**src/rtl/simple_risc_pkg.sv**
```systemverilog
// Shared SimpleRISC definitions used by the IF/OF pipeline latch.
// Holds the datapath width, the nop encoding and the latch state encoding.
package simple_risc_pkg;

  localparam int WIDTH = 32;
  localparam logic [31:0] NOP_INST = 32'h6800_0000;

  typedef enum logic [1:0] {
    LATCH_EMPTY = 2'd0,
    LATCH_ONE   = 2'd1,
    LATCH_FULL  = 2'd2
  } latch_state_e;

endpackage

```
**src/rtl/if_of_latch_sat_counter.sv**
```systemverilog
// Saturating up-counter: counts qualifying cycles and sticks at all-ones.
module sat_counter #(
  parameter int CNT_W = 16
) (
  input  logic             Clk,
  input  logic             reset,
  input  logic             inc,
  output logic [CNT_W-1:0] count
);
  import simple_risc_pkg::*;

  logic [CNT_W-1:0] count_r;

  // Count register: cleared by reset, holds once every bit is set
  always_ff @(posedge Clk) begin
    if (reset) begin
      count_r <= {CNT_W{1'b0}};
    end else if (inc && (count_r != {CNT_W{1'b1}})) begin
      count_r <= count_r + {{(CNT_W-1){1'b0}}, 1'b1};
    end
  end

  assign count = count_r;

endmodule

```
**src/rtl/if_of_latch.sv**
```systemverilog
// IF -> OF pipeline latch: 2-entry (main + skid) buffer with valid/ready on
// both sides, wrong-path flush on taken branch, and flush/stall counters.
module if_of_latch #(
  parameter int          WIDTH    = simple_risc_pkg::WIDTH,
  parameter logic [31:0] NOP_INST = simple_risc_pkg::NOP_INST,
  parameter int          CNT_W    = 16
) (
  input  logic             Clk,
  input  logic             reset,
  input  logic [WIDTH-1:0] in_pc,
  input  logic [WIDTH-1:0] in_inst,
  input  logic             in_valid,
  output logic             in_ready,
  input  logic             isBranchTaken,
  output logic [WIDTH-1:0] out_pc,
  output logic [WIDTH-1:0] out_inst,
  output logic             out_valid,
  input  logic             out_ready,
  output logic [CNT_W-1:0] flush_count,
  output logic [CNT_W-1:0] stall_count
);
  import simple_risc_pkg::*;

  latch_state_e     state_r, state_s;
  logic [WIDTH-1:0] main_pc_r, main_inst_r, main_pc_s, main_inst_s;
  logic [WIDTH-1:0] skid_pc_r, skid_inst_r, skid_pc_s, skid_inst_s;
  logic             out_valid_r, in_ready_r;
  logic             in_fire_s, out_fire_s;

  assign in_fire_s  = in_valid & in_ready_r;
  assign out_fire_s = out_valid_r & out_ready;

  // Next-state and slot update; flush overrides every handshake outcome
  always_comb begin
    state_s     = state_r;
    main_pc_s   = main_pc_r;
    main_inst_s = main_inst_r;
    skid_pc_s   = skid_pc_r;
    skid_inst_s = skid_inst_r;
    if (isBranchTaken) begin
      state_s     = LATCH_EMPTY;
      main_pc_s   = {WIDTH{1'b0}};
      main_inst_s = NOP_INST[WIDTH-1:0];
      skid_pc_s   = {WIDTH{1'b0}};
      skid_inst_s = NOP_INST[WIDTH-1:0];
    end else begin
      case (state_r)
        LATCH_EMPTY: begin
          if (in_fire_s) begin
            state_s     = LATCH_ONE;
            main_pc_s   = in_pc;
            main_inst_s = in_inst;
          end else begin
            state_s = LATCH_EMPTY;
          end
        end
        LATCH_ONE: begin
          if (in_fire_s && out_fire_s) begin
            main_pc_s   = in_pc;
            main_inst_s = in_inst;
          end else if (in_fire_s) begin
            state_s     = LATCH_FULL;
            skid_pc_s   = in_pc;
            skid_inst_s = in_inst;
          end else if (out_fire_s) begin
            state_s     = LATCH_EMPTY;
            main_pc_s   = {WIDTH{1'b0}};
            main_inst_s = NOP_INST[WIDTH-1:0];
          end else begin
            state_s = LATCH_ONE;
          end
        end
        LATCH_FULL: begin
          // Skid entry is older than anything IF can offer, so it moves up
          if (out_fire_s) begin
            state_s     = LATCH_ONE;
            main_pc_s   = skid_pc_r;
            main_inst_s = skid_inst_r;
          end else begin
            state_s = LATCH_FULL;
          end
        end
        default: begin
          state_s     = LATCH_EMPTY;
          main_pc_s   = {WIDTH{1'b0}};
          main_inst_s = NOP_INST[WIDTH-1:0];
        end
      endcase
    end
  end

  // State, slots and handshake flags; flags derive from next state so they stay registered
  always_ff @(posedge Clk) begin
    if (reset) begin
      state_r     <= LATCH_EMPTY;
      main_pc_r   <= {WIDTH{1'b0}};
      main_inst_r <= NOP_INST[WIDTH-1:0];
      skid_pc_r   <= {WIDTH{1'b0}};
      skid_inst_r <= NOP_INST[WIDTH-1:0];
      out_valid_r <= 1'b0;
      in_ready_r  <= 1'b1;
    end else begin
      state_r     <= state_s;
      main_pc_r   <= main_pc_s;
      main_inst_r <= main_inst_s;
      skid_pc_r   <= skid_pc_s;
      skid_inst_r <= skid_inst_s;
      out_valid_r <= (state_s != LATCH_EMPTY);
      in_ready_r  <= (state_s != LATCH_FULL);
    end
  end

  assign out_pc    = main_pc_r;
  assign out_inst  = main_inst_r;
  assign out_valid = out_valid_r;
  assign in_ready  = in_ready_r;

  sat_counter #(.CNT_W(CNT_W)) u_flush_cnt (
    .Clk   (Clk),
    .reset (reset),
    .inc   (isBranchTaken),
    .count (flush_count)
  );

  sat_counter #(.CNT_W(CNT_W)) u_stall_cnt (
    .Clk   (Clk),
    .reset (reset),
    .inc   (in_valid & ~in_ready_r),
    .count (stall_count)
  );

endmodule

```
**config.mk**
```make
export PLATFORM = sky130hd
export DESIGN_NAME = if_of_latch
export DESIGN_NICKNAME = d
export VERILOG_FILES = /design/src/rtl/simple_risc_pkg.sv /design/src/rtl/if_of_latch_sat_counter.sv /design/src/rtl/if_of_latch.sv
export SDC_FILE = /design/constraint.sdc
export NUM_CORES = 1
export LEC_CHECK = 0
export CORE_MARGIN = 2
export CORE_UTILIZATION = 30
export CTS_BUF_LIST = sky130_fd_sc_hd__clkbuf_4
export DETAILED_ROUTE_END_ITERATION = 12
export GPL_ROUTABILITY_DRIVEN = 0
export PLACE_DENSITY = 0.5
export REMOVE_ABC_BUFFERS = 1
export SLEW_MARGIN = 10
export SYNTH_ARGS = -nofsm -noshare
export SYNTH_HDL_FRONTEND = slang
export SYNTH_SLANG_ARGS = --single-unit
```
**constraint.sdc**
```tcl
create_clock -name Clk -period 5.2 [get_ports Clk]
set_input_delay 1.04 -clock Clk [delete_from_list [all_inputs] [get_ports Clk]]
set_output_delay 1.04 -clock Clk [all_outputs]
set_load 0.01 [all_outputs]
```
==> flow_metrics.env <==
export IMPL_outcome="finished clean"
export IMPL_numCtsBuffers=17
export IMPL_cp_start_kind="flop"
export IMPL_finalWorstSetupSlack_ns=2.44
export IMPL_fmax_mhz=362
export IMPL_preCtsSetupSlack_ns=1.87
export IMPL_worstSetupPathType="flop to primary output"
export IMPL_grt_pass1_wl_mm=30.6
export IMPL_antenna_found_initial=4
export IMPL_synthArstFlopShare_pct=0
export IMPL_hold_class="flop to flop"
export IMPL_cp_top_family="buffers and inverters"
export IMPL_ys_seq_area_share_pct=47.5
export IMPL_setup_viol=0
export IMPL_stdcell_count=1171
export IMPL_avgRoutedWirePerCell_um=16.4
export IMPL_synth_edf_count=0
export IMPL_cp_arrival_ns=1.72
export IMPL_rrSetupSlack_ns=2.88
export IMPL_area_delta_synth_final_pct=29.8
export IMPL_skew_ns=0.0240
export IMPL_fin_crit_ns=2.76
export IMPL_cts_setup_buffers=0
export IMPL_relSlewSlack_pct=39.8
export IMPL_yosysTopAreaCell="dfxtp_1"
export IMPL_min_from="skid_inst_r[14]"
export IMPL_drt_total_wl_mm=19.2
export IMPL_drtIter0Drc=358
export IMPL_grt_pass1_vias=5696
export IMPL_peakVddDrop_mv=0.127
export IMPL_layout_drive_gt1_share_pct=9.74
export IMPL_hold_buffers=0
export IMPL_ios=167
export IMPL_die_h_um=156
export IMPL_route_detailed_drc=0
export IMPL_cp_slowest_cell="clkdlybuf4s50_1"
export IMPL_layout_nets=941
export IMPL_start_util_pct=30.5
export IMPL_cp_num_buf_inv=1
export IMPL_reg2reg_to="out_inst[27]"
export IMPL_reg2reg_depth=4
export IMPL_grt_max_degree=65
export IMPL_rsz0062_at_grt="false"
export IMPL_slew_viol_final=0
export IMPL_core_area_mm2=0.0226
export IMPL_r2r_start="state_r[1]"
export IMPL_htreeDepth=4
export IMPL_dieWidth_um=156
export IMPL_worstPathCellList="clkdlybuf4s50_1"
export IMPL_setup_tns_ns=0
export IMPL_power_density_mw_per_mm2=261
export IMPL_cts_sinks=164
export IMPL_worstMarginPinSlew_ns=0.904
export IMPL_slowest_delay_ns=0.61
export IMPL_clk_pin_slew_ns=0.16
export IMPL_vias_per_cell=5.05
export IMPL_synthFlopType="dfxtp_1"
export IMPL_final_cell_mix="clkdlybuf4s50_1 (166), dfxtp_1 (164), nand2_1 (143), a21oi_1 (76), a22oi_1 (63)"
export IMPL_cts_buffer_depth=2
export IMPL_post_cts_resized=0
export IMPL_place_inst=1136
export IMPL_row_count=55
export IMPL_timing_final_crit_share_pct=53.1
export IMPL_root_buffer="clkbuf_4"
export IMPL_gr_total_overflow=0
export IMPL_avgSynthCellArea_um2=9.42
export IMPL_worstSetupEndpointType="primary output"
export IMPL_whs_ns=0.465
export IMPL_grt_usage_pct=15.8
export IMPL_synth_warning_count=0
export IMPL_crit_fanout=10
export IMPL_synth_top_area_share_pct=47.5
export IMPL_synthDistinctLibCells=58
export IMPL_dp_hpwl_mm=12.1
export IMPL_tritoncts="done"
export IMPL_yosys_top_cells_area="dfxtp_1 (48%), nand2_1 (7.8%), a22oi_1 (6.8%)"
export IMPL_final_antenna_net_count=0
export IMPL_layout_commonest_cell="clkdlybuf4s50_1"
export IMPL_leakagePower_nw=2.84
export IMPL_clock_latency_ns=0.57
export IMPL_firstDrtPassIters=5
export IMPL_num_vias=5915
export IMPL_ys_seq_elements=164
export IMPL_crit_required_ns=4.16
export IMPL_min_path_cells=2
export IMPL_hold_viol=0
export IMPL_portBuffers=166
export IMPL_netlist_area_mm2=0.00691
export IMPL_hold_path_end="skid_inst_r[14]"
export IMPL_maxCapViolCount=0
export IMPL_netlist_instances=733
export IMPL_dieArea_mm2=0.0242
## sequential cells by signal, indices dropped and copies added, names as in the netlist
| name | flops |
|---|---|
| out_pc | 32 |
| skid_inst_r | 32 |
| out_valid | 1 |
| u_stall_cnt.count | 16 |
| in_ready | 1 |
| state_r | 2 |
| out_inst | 32 |
| skid_pc_r | 32 |
| u_flush_cnt.count | 16 |
## synthesized netlist by cell type (2+ instances only)
cell type,n
nor3_2,2
nor4_1,5
buf_12,7
dfxtp_1,164
and4b_1,2
o22ai_1,2
o31ai_1,6
inv_1,8
ha_1,2
nand2_1,144
or4_1,8
a211o_1,2
and4_1,5
nor2_1,14
a211oi_1,2
o31a_1,3
a21oi_2,8
clkbuf_1,33
or3_1,9
o2bb2ai_1,41
o21a_1,2
buf_1,2
buf_2,4
a21oi_1,76
o2bb2ai_2,20
nand4_1,12
mux2_2,4
o21ai_0,11
a22oi_1,63
a31oi_1,3
buf_6,8
nor3_1,7
nand3_1,15
mux2i_1,2
nand2b_1,4
and3_1,3
nand4_2,2
nor2b_1,8
## area by class of cell
cell class              count  area [um^2]
diodes                      3         7.51
well taps                 285          357
flip-flops and latches    164         3280
fillers                  2219        13700
inverters                   8         30.0
repair buffers            174         1760
clock inverters            15          179
clock buffers              17          128
multi-input cells         505         3220
## routing by layer
| metal | part of all wire, % | GRT usage [%] |
|---|---|---|
| met1 | 47 | 21.1 |
| met2 | 45 | 24.3 |
| met3 | 6.9 | 5.53 |
| met4 | 0.98 | 4.46 |
| met5 | 0.068 | 0 |
## per-stage QoR
stage	utilization, %	total power [mW]	cell area, um^2
global placement	38.2	1.58	8650
finish	39.6	2.34	8960
global route	39.6	2.46	8960
CTS	39.6	2.39	8960
floorplan	-	1.43	6510
detailed placement	38.2	1.58	8650
## how the worst max path moves through the flow
stage,startpoint,endpoint,cells past startpoint
after floorplan,in_valid,out_inst[0],4
after global placement,isBranchTaken,out_inst[29],4
after detailed placement,reset,out_inst[29],4
after CTS,u_stall_cnt.count[11],stall_count[11],1
after global routing,u_flush_cnt.count[2],flush_count[2],1
final,u_stall_cnt.count[11],stall_count[11],1
## power by group
part | internal, mW | switching (mW) | total [mW]
logic | 0.123 | 0.122 | 0.245
clock network | 0.233 | 0.560 | 0.793
registers | 1.28 | 0.0194 | 1.30
total | 1.64 | 0.702 | 2.34
## logic make-up after synthesis
group,share of synthesized area [%]
muxes,0.942
DFF,47.5
buffers and inverters,6.14
AOI/OAI and AO/OA,27.2
and+or+nand+nor,17.8
adders and majority gates,0.362
(Power assumes the default switching activity.)
